## src/rtl/prime_power_sequencer.sv

```systemverilog
// prime_power_sequencer: walks a prime table and streams the largest power p^k <= B
// of every prime below the bound over a valid/ready handshake.
module prime_power_sequencer #(
  parameter int INDEX_W    = 13,
  parameter int DATA_W     = 9,
  parameter int MAX_INDEX  = 8191,
  parameter int LOOKUP_LAT = 2
) (
  input  logic               clk,
  input  logic               rst_n,
  input  logic               start,
  input  logic [DATA_W-1:0]  bound,
  input  logic               list_ready,
  output logic [INDEX_W-1:0] list_index,
  input  logic [DATA_W-1:0]  list_data,
  output logic               q_valid,
  output logic [DATA_W-1:0]  q_data,
  input  logic               q_ready,
  output logic               busy,
  output logic               done,
  output logic [INDEX_W-1:0] q_count
);
  localparam int CW = $clog2(LOOKUP_LAT + 1);
  localparam logic [CW-1:0] LAT_RELOAD = CW'(LOOKUP_LAT - 1);
  typedef enum logic [2:0] {IDLE, WAIT_LIST, LOOKUP, POWER, EMIT, DONE} state_t;
  state_t state_q, state_d;
  logic [DATA_W-1:0] bnd_q, bnd_d, p_q, p_d, q_q, q_d, q_data_q, q_data_d;
  logic [INDEX_W-1:0] idx_q, idx_d, count_q, count_d;
  logic [CW-1:0] lat_q, lat_d;
  logic q_valid_q, q_valid_d, done_q, done_d;
  logic [2*DATA_W-1:0] prod;
  // full-width product so an overflowing power is never mistaken for one below the bound
  assign prod = (2*DATA_W)'(q_q) * (2*DATA_W)'(p_q);
  always_comb begin
    state_d   = state_q;
    bnd_d     = bnd_q;
    p_d       = p_q;
    q_d       = q_q;
    q_data_d  = q_data_q;
    idx_d     = idx_q;
    count_d   = count_q;
    lat_d     = lat_q;
    q_valid_d = q_valid_q;
    done_d    = done_q;
    case (state_q)
      IDLE, DONE: begin
        if (start) begin
          bnd_d   = bound;
          idx_d   = INDEX_W'(1);
          count_d = '0;
          done_d  = 1'b0;
          state_d = WAIT_LIST;
        end
      end
      WAIT_LIST: begin
        if (list_ready) begin
          lat_d   = LAT_RELOAD;
          state_d = LOOKUP;
        end
      end
      LOOKUP: begin
        if (lat_q != '0) begin
          lat_d = lat_q - CW'(1);
        end else if (list_data == '0 || list_data > bnd_q) begin
          done_d  = 1'b1;
          state_d = DONE;
        end else begin
          p_d     = list_data;
          q_d     = list_data;
          state_d = POWER;
        end
      end
      POWER: begin
        if (prod <= (2*DATA_W)'(bnd_q)) begin
          q_d = prod[DATA_W-1:0];
        end else begin
          q_valid_d = 1'b1;
          q_data_d  = q_q;
          state_d   = EMIT;
        end
      end
      EMIT: begin
        if (q_ready) begin
          count_d   = count_q + INDEX_W'(1);
          q_valid_d = 1'b0;
          if (idx_q == INDEX_W'(MAX_INDEX)) begin
            done_d  = 1'b1;
            state_d = DONE;
          end else begin
            idx_d   = idx_q + INDEX_W'(1);
            lat_d   = LAT_RELOAD;
            state_d = LOOKUP;
          end
        end
      end
      default: state_d = IDLE;
    endcase
  end
  always_ff @(posedge clk or negedge rst_n) begin
    if (!rst_n) begin
      state_q   <= IDLE;
      bnd_q     <= '0;
      p_q       <= '0;
      q_q       <= '0;
      q_data_q  <= '0;
      idx_q     <= '0;
      count_q   <= '0;
      lat_q     <= '0;
      q_valid_q <= 1'b0;
      done_q    <= 1'b0;
    end else begin
      state_q   <= state_d;
      bnd_q     <= bnd_d;
      p_q       <= p_d;
      q_q       <= q_d;
      q_data_q  <= q_data_d;
      idx_q     <= idx_d;
      count_q   <= count_d;
      lat_q     <= lat_d;
      q_valid_q <= q_valid_d;
      done_q    <= done_d;
    end
  end
  assign list_index = idx_q;
  assign q_valid    = q_valid_q;
  assign q_data     = q_data_q;
  assign busy       = state_q != IDLE && state_q != DONE;
  assign done       = done_q;
  assign q_count    = count_q;
endmodule

```

## config.mk

```make
export PLATFORM = sky130hd
export DESIGN_NAME = prime_power_sequencer
export DESIGN_NICKNAME = d
export VERILOG_FILES = /design/src/rtl/prime_power_sequencer.sv
export SDC_FILE = /design/constraint.sdc
export NUM_CORES = 1
export LEC_CHECK = 0
export BUFFER_PORTS_ARGS = -buffer_cell sky130_fd_sc_hd__buf_2
export CORE_ASPECT_RATIO = 1.25
export CORE_UTILIZATION = 55
export CTS_CLUSTER_SIZE = 24
export DETAILED_ROUTE_END_ITERATION = 7
export PLACE_DENSITY = 0.77
export REMOVE_ABC_BUFFERS = 1
export SLEW_MARGIN = 20
export SYNTH_ARGS = -nofsm -noshare
export SYNTH_HDL_FRONTEND = slang
export SYNTH_SLANG_ARGS = --single-unit
```

## constraint.sdc

```tcl
create_clock -name clk -period 5.5 [get_ports clk]
set_input_delay 0 -clock clk [delete_from_list [all_inputs] [get_ports clk]]
set_output_delay 0 -clock clk [all_outputs]
set_load 0.005 [all_outputs]
```

==> results of run 1 <==
what timing repair did:
action | in CTS | in global routing
hold buffers | 14 | 0
setup buffers | 7 | 22
endpoints found under the hold margin | 82 | 0
setup endpoints to repair | 19 | 20
resized for setup | 14 | 60
pin swaps | 2 | 37
worst max-delay path by stage:
stage / from / end / slack, ps / depth (start not counted)
floorplan: q_q[5] / q_q[0] / 160 / 17
global placement: q_q[3] / q_data[1] / -70 / 20
detailed placement: p_q[1] / q_data[2] / -200 / 20
CTS: q_q[5] / q_q[1] / 3 / 18
global route: p_q[2] / q_q[2] / -150 / 21
finish: q_q[1] / q_q[1] / 20 / 21
metal layers:
| metal | GRT usage (%) | vias to the layer above |
|---|---|---|
| li1 | - | 2563 |
| met1 | 32.4 | 2726 |
| met2 | 51.6 | 202 |
| met3 | 3.82 | 56 |
| met4 | 13.8 | 0 |
| met5 | 0 | - |
layout by cell type (no fill, tap or decap), types with 9 or more instances in the layout:
| cell | count |
|---|---|
| clkbuf_16 | 9 |
| buf_4 | 57 |
| ha_4 | 11 |
| nand2_1 | 61 |
| dfrtp_2 | 11 |
| nor2_1 | 36 |
| xnor2_1 | 12 |
| nand3_1 | 14 |
| dlygate4sd3_1 | 14 |
| inv_1 | 88 |
| buf_2 | 60 |
| o21ai_0 | 34 |
| fa_1 | 46 |
| mux2_2 | 29 |
| a21oi_1 | 24 |
| dfrtp_1 | 58 |
| and2_1 | 48 |
| ha_1 | 47 |
cells by family after synthesis:
| logic type | count (synthesis) | share of synthesized area, % |
|---|---|---|
| AO/OA/AOI/OAI | 110 | 11.0 |
| XOR/XNOR | 22 | 3.01 |
| adder cells (fa/ha/maj) | 109 | 27.1 |
| buffers and inverters | 123 | 7.23 |
| flip-flops | 69 | 27.0 |
| multiplexers | 38 | 6.52 |
| AND/OR/NAND/NOR | 227 | 18.1 |
through the flow:
step	setup TNS (ps)	std cells
global placement	-1000	900
finish	0	958
CTS	0	936
global route	-1870	958
floorplan	0	670
detailed placement	-3370	900
final cells by class:
| class | count | area, sq um |
|---|---|---|
| tap | 135 | 169 |
| sequential | 69 | 1740 |
| clock buffer | 10 | 239 |
| multi-input combinational | 506 | 4500 |
| timing repair buffer | 138 | 956 |
| fill | 773 | 3260 |
| inverter | 95 | 357 |
| clock inverter | 5 | 27.5 |
critical path, cell delays in order (launching register included):
cell and delay, ps:
dfrtp_1 420, buf_4 190, nand2_1 100, fa_1 420
inv_1 110, fa_1 420, ha_1 300, inv_1 50
fa_1 550, inv_1 80, ha_4 300, nor2b_1 160
nor2_1 80, xnor2_2 140, ha_1 320, and2_4 150
nand4_1 130, or2_4 300, a211o_4 350, o41ai_4 240
buf_6 190, mux2_2 360
flip-flops by register name, indices dropped and copies added (netlist names):
| name | count |
|---|---|
| bnd_q | 9 |
| done | 1 |
| lat_q | 2 |
| list_index | 13 |
| p_q | 9 |
| q_count | 13 |
| q_data | 9 |
| q_q | 9 |
| q_valid | 1 |
| state_q | 3 |
==> metrics.md, run 1 <==
| Metric | Value |
|---|---|
| Rows | `43` |
| Area contributors post-synth | `dfrtp_1 (27%), fa_1 (16%), ha_1 (12%)` |
| IO buf count | `60` |
| Root Buffer | `clkbuf_16` |
| RR Endpoint | `q_q[1]` |
| Post-synth EDFFs | `0` |
| Core Region | `11,200 sq um` |
| Outcome | `finished clean` |
| Crit path DAT | `5690 ps` |
| Routed length per instance | `17.8 microns` |
| Worst-margin pin slew | `1050 ps` |
| Nets | `951` |
| Library cells used by synthesis | `51` |
| Leading area contributor after synthesis | `dfrtp_1` |
| Met3 wire len | `819 microns` |
| Mapped cell area | `6410 sq um` |
| Final Max Slew Viols | `0` |
| RSZ-0062 raised after global routing | `true` |
| Skew-Pair Late Insertion Delay | `340 ps` |
| TritonRoute pass-1 iters | `5` |
| Relative slew slack | `29.2%` |
| Path depth of the worst reg2reg path | `21` |
| H-tree depth | `3` |
| Metal2 WL | `9.09 mm` |
| Starting DRT DRC Count | `365` |
| Die height | `123 microns` |
| Top cells by count, synth | `inv_1 (94), dfrtp_1 (69), nand2_1 (67)` |
| Count leader, synth | `inv_1` |
| Chip width | `98.5 microns` |
| DR DRC count | `0` |
| Flop2flop setup slack | `20 ps` |
| TritonCTS clock tree | `done` |
| Fraction of registers with async set/reset | `100%` |
| Dpl ws | `-204 ps` |
| CTS Buffer Depth | `2` |
| Layout cell share with drive strength beyond 1 | `28.8%` |
| Tcrit/Tclk final | `99.6%` |
| Mapped Cells | `698` |
| Crit path kind | `reg -> reg` |
| Synth top area share | `27.0%` |
| Hold worst-path end | `p_q[7]` |
| Synthesized flop and latch total | `69` |
| IO Count | `61` |
| FF-to-FF Start | `q_q[1]` |
| Final Critical Period | `5480 ps` |
| Vias | `5,547` |
| Final WS setup | `23.9 ps` |
| GPL Wtd Cong | `0.922` |
| Fin. Hold Viols | `0` |
| Global-route wire length before repair | `26.4 mm` |
| Clock Skew | `4.85 ps` |
| Fmax | `183 MHz` |
| Total congestion overflow | `0` |
| Post-DP HPWL | `12.2 mm` |
| Area grow syn2layout | `24.6%` |
| Initial core utilization | `57.0%` |
| Worst hold path class | `in -> reg` |
| Worst hold path cell count | `2` |
| Utilization after layout | `71.0%` |
| Clk sinks | `69` |
| Total wire length | `17.1 mm` |
| Clock transition at the registers of the reported paths | `60 ps` |
| WP data required | `5720 ps` |
| Total die area | `12,100 sq um` |
| Sequential area share after synthesis | `27.0%` |
| Initial antenna violation count | `0` |
| Num CTS Buffers | `9` |
| Placed inst area | `7040 sq um` |
| Total Routing Usage GR | `28.1%` |
| Post-route ant nets | `0` |
| Syn Area/Cell | `9.18 sq um` |
| Max FO, Critical Path | `8` |
| Vias in the first global route | `5,615` |
| Endpoint class of the critical path | `flop` |
| Avg Vias per Cell | `5.79` |
| Finished Cell Area | `7980 sq um` |
| DRT met1 WL | `6.54 mm` |
| Setup crit start kind | `flop` |
| Largest net degree at the start of global routing | `70` |
| Min Hold Slack | `4.99 ps` |
| Max Used Layer | `met4` |
| Synth warnings | `0` |
| Primary FF master, synth | `dfrtp_1` |
| Max-Cap Viols | `0` |
| Hold_sp | `list_data[7]` |
| Setup violators final | `0` |
| Diodes inserted | `0` |
Power of run 1 is left out: the tool's default activity adds up to more than one toggle a clock period on the data nets, which glitch-free logic cannot reach.
==> run 2, diff against run 1 <==
--- a/config.mk
+++ b/config.mk
@@ -5,12 +5,13 @@
 export SDC_FILE = /design/constraint.sdc
 export NUM_CORES = 1
 export LEC_CHECK = 0
+export ABC_AREA = 0
 export BUFFER_PORTS_ARGS = -buffer_cell sky130_fd_sc_hd__buf_2
 export CORE_ASPECT_RATIO = 1.25
-export CORE_UTILIZATION = 55
+export CORE_UTILIZATION = 66
 export CTS_CLUSTER_SIZE = 24
 export DETAILED_ROUTE_END_ITERATION = 7
-export PLACE_DENSITY = 0.77
+export PLACE_DENSITY = 0.86
 export REMOVE_ABC_BUFFERS = 1
 export SLEW_MARGIN = 20
 export SYNTH_ARGS = -nofsm -noshare
==> constraint.sdc (replaced) <==
create_clock -name clk -period 6.5 [get_ports clk]
set_input_delay 0 -clock clk [delete_from_list [all_inputs] [get_ports clk]]
set_output_delay 0 -clock clk [all_outputs]
set_load 0.005 [all_outputs]
==> run 2 against run 1 <==
Effect of this change: via count is 0.31% lower; first-iteration DRC count is 1.9% higher; non-clock buffer count is 56 lower; critical path depth stayed put; design area is 8.4% lower.
==> metrics.md, run 2 (synthesized netlist as in run 1, its figures left out) <==
| Metric | Value |
|---|---|
| Outcome | `finished clean` |
| Setup crit start kind | `flop` |
| Sequential Area | `1730 sq um (-0.79%)` |
| RR Endpoint | `q_q[2]` |
| Worst hold path class | `in -> reg` |
| Total Routing Usage GR | `36.1% (+7.9 points)` |
| Num CTS Buffers | `9 (unchanged)` |
| Placed inst area | `6800 sq um (-3.4%)` |
| CP startpoint | `q_q[3]` |
| TritonRoute pass-1 iters | `6 (+1)` |
| Skew-Pair Late Insertion Delay | `340 ps (about the same)` |
| Area grow syn2layout | `14.1%` |
| Crit path DAT | `6410 ps (+720 ps)` |
| Path depth of the worst reg2reg path | `21 (unchanged)` |
| Clock Skew | `4.63 ps (-0.219 ps)` |
| Worst setup path endpoint | `q_q[2]` |
| Initial core utilization | `69.1% (+12 points)` |
| GPL Wtd Cong | `0.896 (-2.8%)` |
| Relative slew slack | `40.8% (+12 points)` |
| Vias in the first global route | `5,888 (+4.9%)` |
| Total die area | `10,100 sq um (-16%)` |
| IO buf count | `60 (unchanged)` |
| Final Max Slew Viols | `0 (unchanged)` |
| Core Region | `9270 sq um (-18%)` |
| Fin. Hold Viols | `0 (unchanged)` |
| Hold_sp | `list_data[8]` |
| Total congestion overflow | `0 (unchanged)` |
| Rows | `39 (-9.3%)` |
| Tcrit/Tclk final | `95.2% (-4.4 points)` |
| Routed length per instance | `19.4 microns (+8.5%)` |
| Kind of cell adding the most delay to the critical path | `adder cells` |
| Max-Cap Viols | `0 (unchanged)` |
| Endpoint class of the critical path | `flop` |
| RSZ-0062 raised after global routing | `false` |
| Fmax | `162 MHz (-12%)` |
| Largest net degree at the start of global routing | `70 (unchanged)` |
| Clk sinks | `69 (unchanged)` |
| FF-to-FF Start | `q_q[3]` |
| Footprint of the multi-input gates | `4240 sq um (-5.8%)` |
| Initial antenna violation count | `0 (unchanged)` |
| Setup TNS Final | `0 ps (unchanged)` |
| CTS Buffer Depth | `2 (unchanged)` |
| Crit path cell chain | `nand2_1 -> fa_1 -> inv_1 -> fa_1 -> ha_1 -> inv_1 -> fa_1 -> inv_1 -> ha_1 -> a21oi_1 -> nor2b_1 -> nor2_1 -> xnor2_1 -> ha_1 -> and2_1 -> nand4_1 -> or2_2 -> a211o_1 -> o41ai_4 -> buf_4 -> mux2_2` |
| Crit path kind | `reg -> reg` |
| Avg Vias per Cell | `6.21 (+7.2%)` |
| Highest-delay cell along the critical path | `dfrtp_1` |
| Post-DP HPWL | `11.7 mm (-3.7%)` |
| TritonCTS clock tree | `done` |
| DR DRC count | `0 (unchanged)` |
| Clock transition at the registers of the reported paths | `60 ps (about the same)` |
| Vias | `5,530 (-0.31%)` |
| Chip width | `90.1 microns (-8.5%)` |
| Worst path depth | `21 (unchanged)` |
| Finished Cell Area | `7310 sq um (-8.4%)` |
| Fill cells | `545 (-29%)` |
| Nets | `895 (-5.9%)` |
| Total wire length | `17.2 mm (+0.91%)` |
| Diodes inserted | `0 (unchanged)` |
| Max FO, Critical Path | `11 (+3)` |
| Post-route ant nets | `0 (unchanged)` |
| Worst-margin pin slew | `888 ps (-165 ps)` |
| IO Count | `61 (unchanged)` |
| Flop2flop setup slack | `310 ps (+290 ps)` |
| WP data required | `6720 ps (+1000 ps)` |
| Starting DRT DRC Count | `372 (+1.9%)` |
| Setup violators final | `0 (unchanged)` |
| H-tree depth | `3 (unchanged)` |
| Die height | `112 microns (-8.6%)` |
| Commonest non-fill, non-tap cells in the layout | `inv_1 (94), dfrtp_1 (69), nand2_1 (67)` |
| Most common cell after layout, fill and taps aside | `inv_1` |
| Root Buffer | `clkbuf_16` |
| Crit path buf inv count | `4 (-1)` |
| Final Critical Period | `6190 ps (+712 ps)` |
| Layout cell share with drive strength beyond 1 | `16.1% (-13 points)` |
| Worst path max stage delay | `600 ps (+50 ps)` |
| Global-route wire length before repair | `28.6 mm (+8.2%)` |
## run 2: cell count changes in the layout (fill, tap and decap cells not counted), sizes merged
cell	delta
buf	-58
clkinv	-3
bufinv	+2
dlygate4sd3	+2
clkbuf	+1
inv	+1
## run 2: worst min path at each step
stage                     to  slack (ps)  cells after the start
detailed placement  bnd_q[1]         210                      3
global placement    bnd_q[8]         200                      3
global route          p_q[8]          20                      2
finish                p_q[8]           9                      2
floorplan           bnd_q[0]        -300                      0
CTS                   p_q[8]           3                      2
## run 2: per-layer routing
| layer | routed length, microns | part of all wire (%) | GRT usage, % | vias to the layer above |
|---|---|---|---|---|
| met1 | 6250 | 36 | 40.7 | 2689 |
| met5 | 0 | 0 | 0 | - |
| met3 | 1120 | 6.5 | 6.44 | 86 |
| met4 | 1050 | 6.1 | 21.8 | 0 |
| met2 | 8830 | 51 | 63.7 | 298 |
| li1 | - | - | - | 2457 |
## run 2: what timing repair did
item,CTS,global route
gates resized for setup,0,0
setup endpoints to repair,0,2
buffers inserted,0,1
hold endpoints to repair,84,0
hold buffers,16,0
## run 2: metrics by stage
| stage | hold WS, ps | worst slack [ps] | std cells | util [%] |
|---|---|---|---|---|
| finish | 8.94 | 312 | 891 | 78.9 |
| global route | 16.5 | 84.4 | 891 | 78.9 |
| CTS | 3.05 | 314 | 890 | 78.7 |
| detailed placement | 209 | 472 | 858 | 73.4 |
| global placement | 201 | 620 | 858 | 73.4 |
| floorplan | -296 | 1160 | 670 | - |
## run 2: layout make-up
type,instances,share of cell area [%]
clock buffer,11,3.46
sequential,69,23.6
inverter,95,4.88
multi-input combinational,506,57.9
timing repair buffer,82,6.91
clock inverter,5,1.11
tap,123,2.10
## run 2: worst register-to-register path: cells and delay by family, from the launching register on
family | cells | cell delay, ps
AOI/OAI and AO/OA | 3 | 1010
buffers and inverters | 4 | 450
muxes | 1 | 370
xor gates and xnor gates | 1 | 120
adders and majority gates | 6 | 2490
DFF | 1 | 600
and+or+nand+nor | 6 | 1040
Power of run 2 is left out for the same reason.
